===== src/rtl/fifo_wr_ctrl.sv =====
// Write-side producer for the loopback FIFO: on an almost-empty rising edge it waits
// DELAY_CYC cycles, then bursts an incrementing pattern until almost-full. Option: FIFO_WR_BURST_CNT_EN.
module fifo_wr_ctrl #(
   parameter int unsigned DATA_W    = 8,
   parameter int unsigned DELAY_CYC = 10,
   parameter int unsigned DATA_MAX  = 254
) (
   input  logic              sys_clk,
   input  logic              sys_rst,
   input  logic              almost_empty,
   input  logic              almost_full,
   input  logic              full,
   output logic              fifo_wr_en,
   output logic [DATA_W-1:0] fifo_wr_data,
   output logic              busy,
`ifdef FIFO_WR_BURST_CNT_EN
   output logic [15:0]       burst_cnt,
`endif
   output logic [1:0]        dbg_state_o
);

   typedef enum logic [1:0] {
      IDLE  = 2'd0,
      DELAY = 2'd1,
      WRITE = 2'd2
   } state_t;

   state_t              state_q, state_d;
   logic [7:0]          cnt_q, cnt_d;
   logic                wr_en_q, wr_en_d;
   logic [DATA_W-1:0]   data_q, data_d;
   logic                busy_q, busy_d;
   logic                ae_d1_q, ae_d2_q;
   logic                start;

   // Handshake: fifo_wr_en is valid, ~full is ready; a word transfers only when both are high,
   // otherwise fifo_wr_data holds.
   always_comb begin
      start   = ae_d1_q & ~ae_d2_q;
      state_d = state_q;
      cnt_d   = cnt_q;
      wr_en_d = wr_en_q;
      data_d  = data_q;

      if (wr_en_q && !full) begin
         data_d = (data_q == DATA_W'(DATA_MAX)) ? '0 : data_q + 1'b1;
      end

      case (state_q)
         IDLE: begin
            wr_en_d = 1'b0;
            if (start) begin
               state_d = DELAY;
               cnt_d   = 8'd0;
            end
         end
         DELAY: begin
            wr_en_d = 1'b0;
            cnt_d   = cnt_q + 8'd1;
            if (cnt_q == 8'(DELAY_CYC - 1)) begin
               state_d = WRITE;
               wr_en_d = 1'b1;
            end
         end
         WRITE: begin
            // almost_full still leaves one free entry, so the current word is allowed through.
            if (almost_full) begin
               wr_en_d = 1'b0;
               state_d = IDLE;
            end else begin
               wr_en_d = 1'b1;
            end
         end
         default: begin
            state_d = IDLE;
            wr_en_d = 1'b0;
         end
      endcase

      busy_d = (state_d != IDLE);
   end

   always_ff @(posedge sys_clk) begin
      if (sys_rst) begin
         state_q <= IDLE;
         cnt_q   <= 8'd0;
         wr_en_q <= 1'b0;
         data_q  <= '0;
         busy_q  <= 1'b0;
         ae_d1_q <= 1'b0;
         ae_d2_q <= 1'b0;
      end else begin
         state_q <= state_d;
         cnt_q   <= cnt_d;
         wr_en_q <= wr_en_d;
         data_q  <= data_d;
         busy_q  <= busy_d;
         ae_d1_q <= almost_empty;
         ae_d2_q <= ae_d1_q;
      end
   end

`ifdef FIFO_WR_BURST_CNT_EN
   logic [15:0] burst_q, burst_d;

   always_comb begin
      burst_d = burst_q;
      if ((state_q == WRITE) && almost_full && (burst_q != 16'hFFFF)) begin
         burst_d = burst_q + 16'd1;
      end
   end

   always_ff @(posedge sys_clk) begin
      if (sys_rst) begin
         burst_q <= 16'd0;
      end else begin
         burst_q <= burst_d;
      end
   end

   assign burst_cnt = burst_q;
`endif

   assign fifo_wr_en   = wr_en_q;
   assign fifo_wr_data = data_q;
   assign busy         = busy_q;
   assign dbg_state_o  = state_q;

endmodule

===== config.mk =====
export PLATFORM = sky130hd
export DESIGN_NAME = fifo_wr_ctrl
export DESIGN_NICKNAME = d
export VERILOG_FILES = /design/src/rtl/fifo_wr_ctrl.sv
export SDC_FILE = /design/constraint.sdc
export NUM_CORES = 1
export LEC_CHECK = 0
export BUFFER_PORTS_ARGS = -buffer_cell sky130_fd_sc_hd__buf_2
export CORE_AREA = 3 3 49 51
export CTS_BUF_LIST = sky130_fd_sc_hd__clkbuf_2
export DETAILED_ROUTE_END_ITERATION = 10
export DIE_AREA = 0 0 52 54
export PLACE_DENSITY_LB_ADDON = 0.08
export SYNTH_ARGS = -nofsm -noshare
export SYNTH_HDL_FRONTEND = slang
export SYNTH_SLANG_ARGS = --single-unit

===== constraint.sdc =====
create_clock -name sys_clk -period 2.2 [get_ports sys_clk]
set_clock_uncertainty 0.2 [all_clocks]
set_input_delay 0.22 -clock sys_clk [delete_from_list [all_inputs] [get_ports sys_clk]]
set_output_delay 0.22 -clock sys_clk [all_outputs]
set_load 0.02 [all_outputs]

==> metrics <==
status=complete, no violations; Row Count=16; Post-Synthesis Cells=116; WL final=1957 um; synthesized area per cell=9.546 um2; gpl congestion=0.8139; Fin. Hold Viols=0; final cell count without fillers=164; vias in the first global route=827; Syn-to-layout area delta=13.56%; fin crit share=83.70%; Setup CP Type=register to register; post-synthesis xor/xnor area fraction=10.28%; worst-path fanout max=5; H-tree levels=1; initial antenna violation count=0; Initial Utilization=55.87%; worst skew pair latency=0.32 ns; Port Buf Inserts=16; Worst Tran Pin Value=0.3293 ns; Synth Area in Adders=9.040%; IO Pins=17; Slew Limit Fails=0; CTS clk-pin slew, worst paths=0.20 ns; first-pass GRT wire length=3484 um; layout cells sized above 1=20.44%; Initial DRT Pass Iterations=4; Pwr Density=492.3 nW/um2; GRT Overall Usage=16.80%; Cell Area, Synth=1107 um2; Synth Area in Simple Gates=23.50%; leakage power=0.5160 nW; post-placement cell area=1209 um2; CTS tree=done; syn nets=129; startpoint types=register; diode count=0; initial DRC count=6; crit end category=register; synthesis warning total=0; post-synthesis sequential area ratio=39.77%; mux cell area share after synthesis=0%; Sink Count=22; required time worst endpoint=2.22 ns; Nets=151; CP arrival=1.86 ns; largest net degree at the start of global routing=13; Std-Cell Core Area=1982 um2; DR vias/cell=5.280; clock buffer count from CTS=3; IR drop worst, VDD=0.3888 mV; Synth area leader=dfxtp_1; WL/cell=11.93 um; # DRC=0; GRT overflow=0; FMAX=543.0 MHz; minimum clock period=1.841 ns; Die X=52 um; top cell type's share of synthesized area=39.77%; Post-Layout Inst Area=1257 um2; main combinational cell family by area after synthesis=simple AND/OR/NAND/NOR gates; unrepaired setup endpoints after global routing=false; min-delay worst type=primary input to register; Vias=866; post-synth cell types=34; slew margin rel.=78.03%; maximum clock path buffer count=2; full die area=2808 um2; CTS root buffer=clkbuf_2; synth top area cells=dfxtp_1 40%, ha_1 9.0%, xor2_1 7.1%, nor2_1 6.8%, xnor2_1 3.2%; Final setup viols=0; max-cap violations=0; #FFs+latches synth=22; Placed Instances=157; R2R setup slack=0.36 ns; Synth Area in Compound Gates=13.90%; die height=54 um; Setup TNS=0 ns; Routed Antenna Nets=0; HPWL Detailed=1491 um
-- worst paths after layout --
path | startpoint | endpoint | cells after the start
max reg2reg | dbg_state_o[0] | busy | 6
max | dbg_state_o[0] | busy | 6
min | almost_full | fifo_wr_en | 4
min reg2reg | ae_d1_q | ae_d2_q | 1
-- state kept, by name, summed over array words and instances, names as in the netlist --
| register | count |
|---|---|
| ae_d2_q | 1 |
| fifo_wr_en | 1 |
| cnt_q | 8 |
| ae_d1_q | 1 |
| busy | 1 |
| fifo_wr_data | 8 |
| dbg_state_o | 2 |
-- cell usage in the layout, fill, tap and decap left out, types with 2 or more instances in the layout --
master / instances
a211oi_1: 3
a21oi_1: 3
and3_1: 2
buf_2: 16
clkbuf_2: 3
dfxtp_1: 22
dlygate4sd3_1: 3
ha_1: 8
inv_1: 5
nand2_1: 3
nand4_1: 4
nor2_1: 20
nor2b_1: 4
nor3_1: 4
o2111ai_2: 2
o211ai_1: 3
o21ai_0: 2
xnor2_1: 4
xor2_1: 9
-- critical path, cell delays in order (launching register included) --
cell and delay, ns:
dfxtp_1 0.44, inv_1 0.09, ha_1 0.20, nor2b_1 0.16, a211o_2 0.32, a32oi_1 0.22, o32ai_1 0.12
-- power breakdown --
part           internal, mW  total [mW]  switching, mW
Sequential            0.405       0.408        0.00387
Combinational        0.0233      0.0545         0.0313
Clock                0.0395       0.156          0.117
-- final cells by class --
cell class                 instances  area, um2
multi-input combinational         86      628.1
tap                               27      33.78
inverter                           5      18.77
timing repair buffer              20      117.6
clock buffer                       3      15.01
clock inverter                     1      3.754
sequential                        22      440.4
fill                             172      724.4
-- stage by stage --
step                power [mW]  util [%]  hold WS [ns]  worst slack (ns)
floorplan               0.4545         -        0.1482            0.3769
global route            0.6544     63.45       0.04033            0.2060
finish                  0.6191     63.45       0.04768            0.3585
CTS                     0.6281     63.45       0.03988            0.3511
detailed placement      0.4669     60.98        0.2566            0.3803
global placement        0.4653     60.98        0.2357            0.4330
-- timing repair --
action / CTS / global route
hold buffers: 3 / 0
resized for setup: 0 / 0
setup buffers: 0 / 0
hold endpoints to repair: 6 / 0
-- cell families after synthesis --
| family | after synthesis |
|---|---|
| flops | 22 |
| compound gates | 19 |
| fa+ha+maj | 8 |
| xor+xnor | 13 |
| simple gates | 46 |
| buf+inv | 8 |
-- synth_stat cells --
library cell   n
a32oi_1        1
a21o_2         1
a31oi_1        1
and2_1         1
nand2_1        3
nand4_1        4
nor2_1        20
a211oi_1       3
buf_2          1
nor4b_4        1
o21bai_2       1
dfxtp_1       22
and3_1         2
ha_1           8
clkbuf_1       1
nor3_1         4
xor2_1         9
and3b_1        1
nor3b_2        1
a211o_2        1
xnor2_1        4
nand3b_1       1
and4_1         1
nor2b_1        4
buf_6          1
o211ai_1       3
o2111ai_2      2
o32ai_1        1
inv_1          5
nor3b_1        1
a21oi_1        3
nand2b_1       1
and2b_4        1
o21ai_0        2
-- metal layers --
metal  share of wire [%]  vias to the layer above  GRT usage (%)
li1                    -                      446              -
met1                  45                      396          19.43
met2                  49                       20          30.33
met3                 4.4                        4          3.324
met4                 1.3                        0          6.550
met5                   0                        -              0
Note: power is estimated with default switching activity, not from simulation.
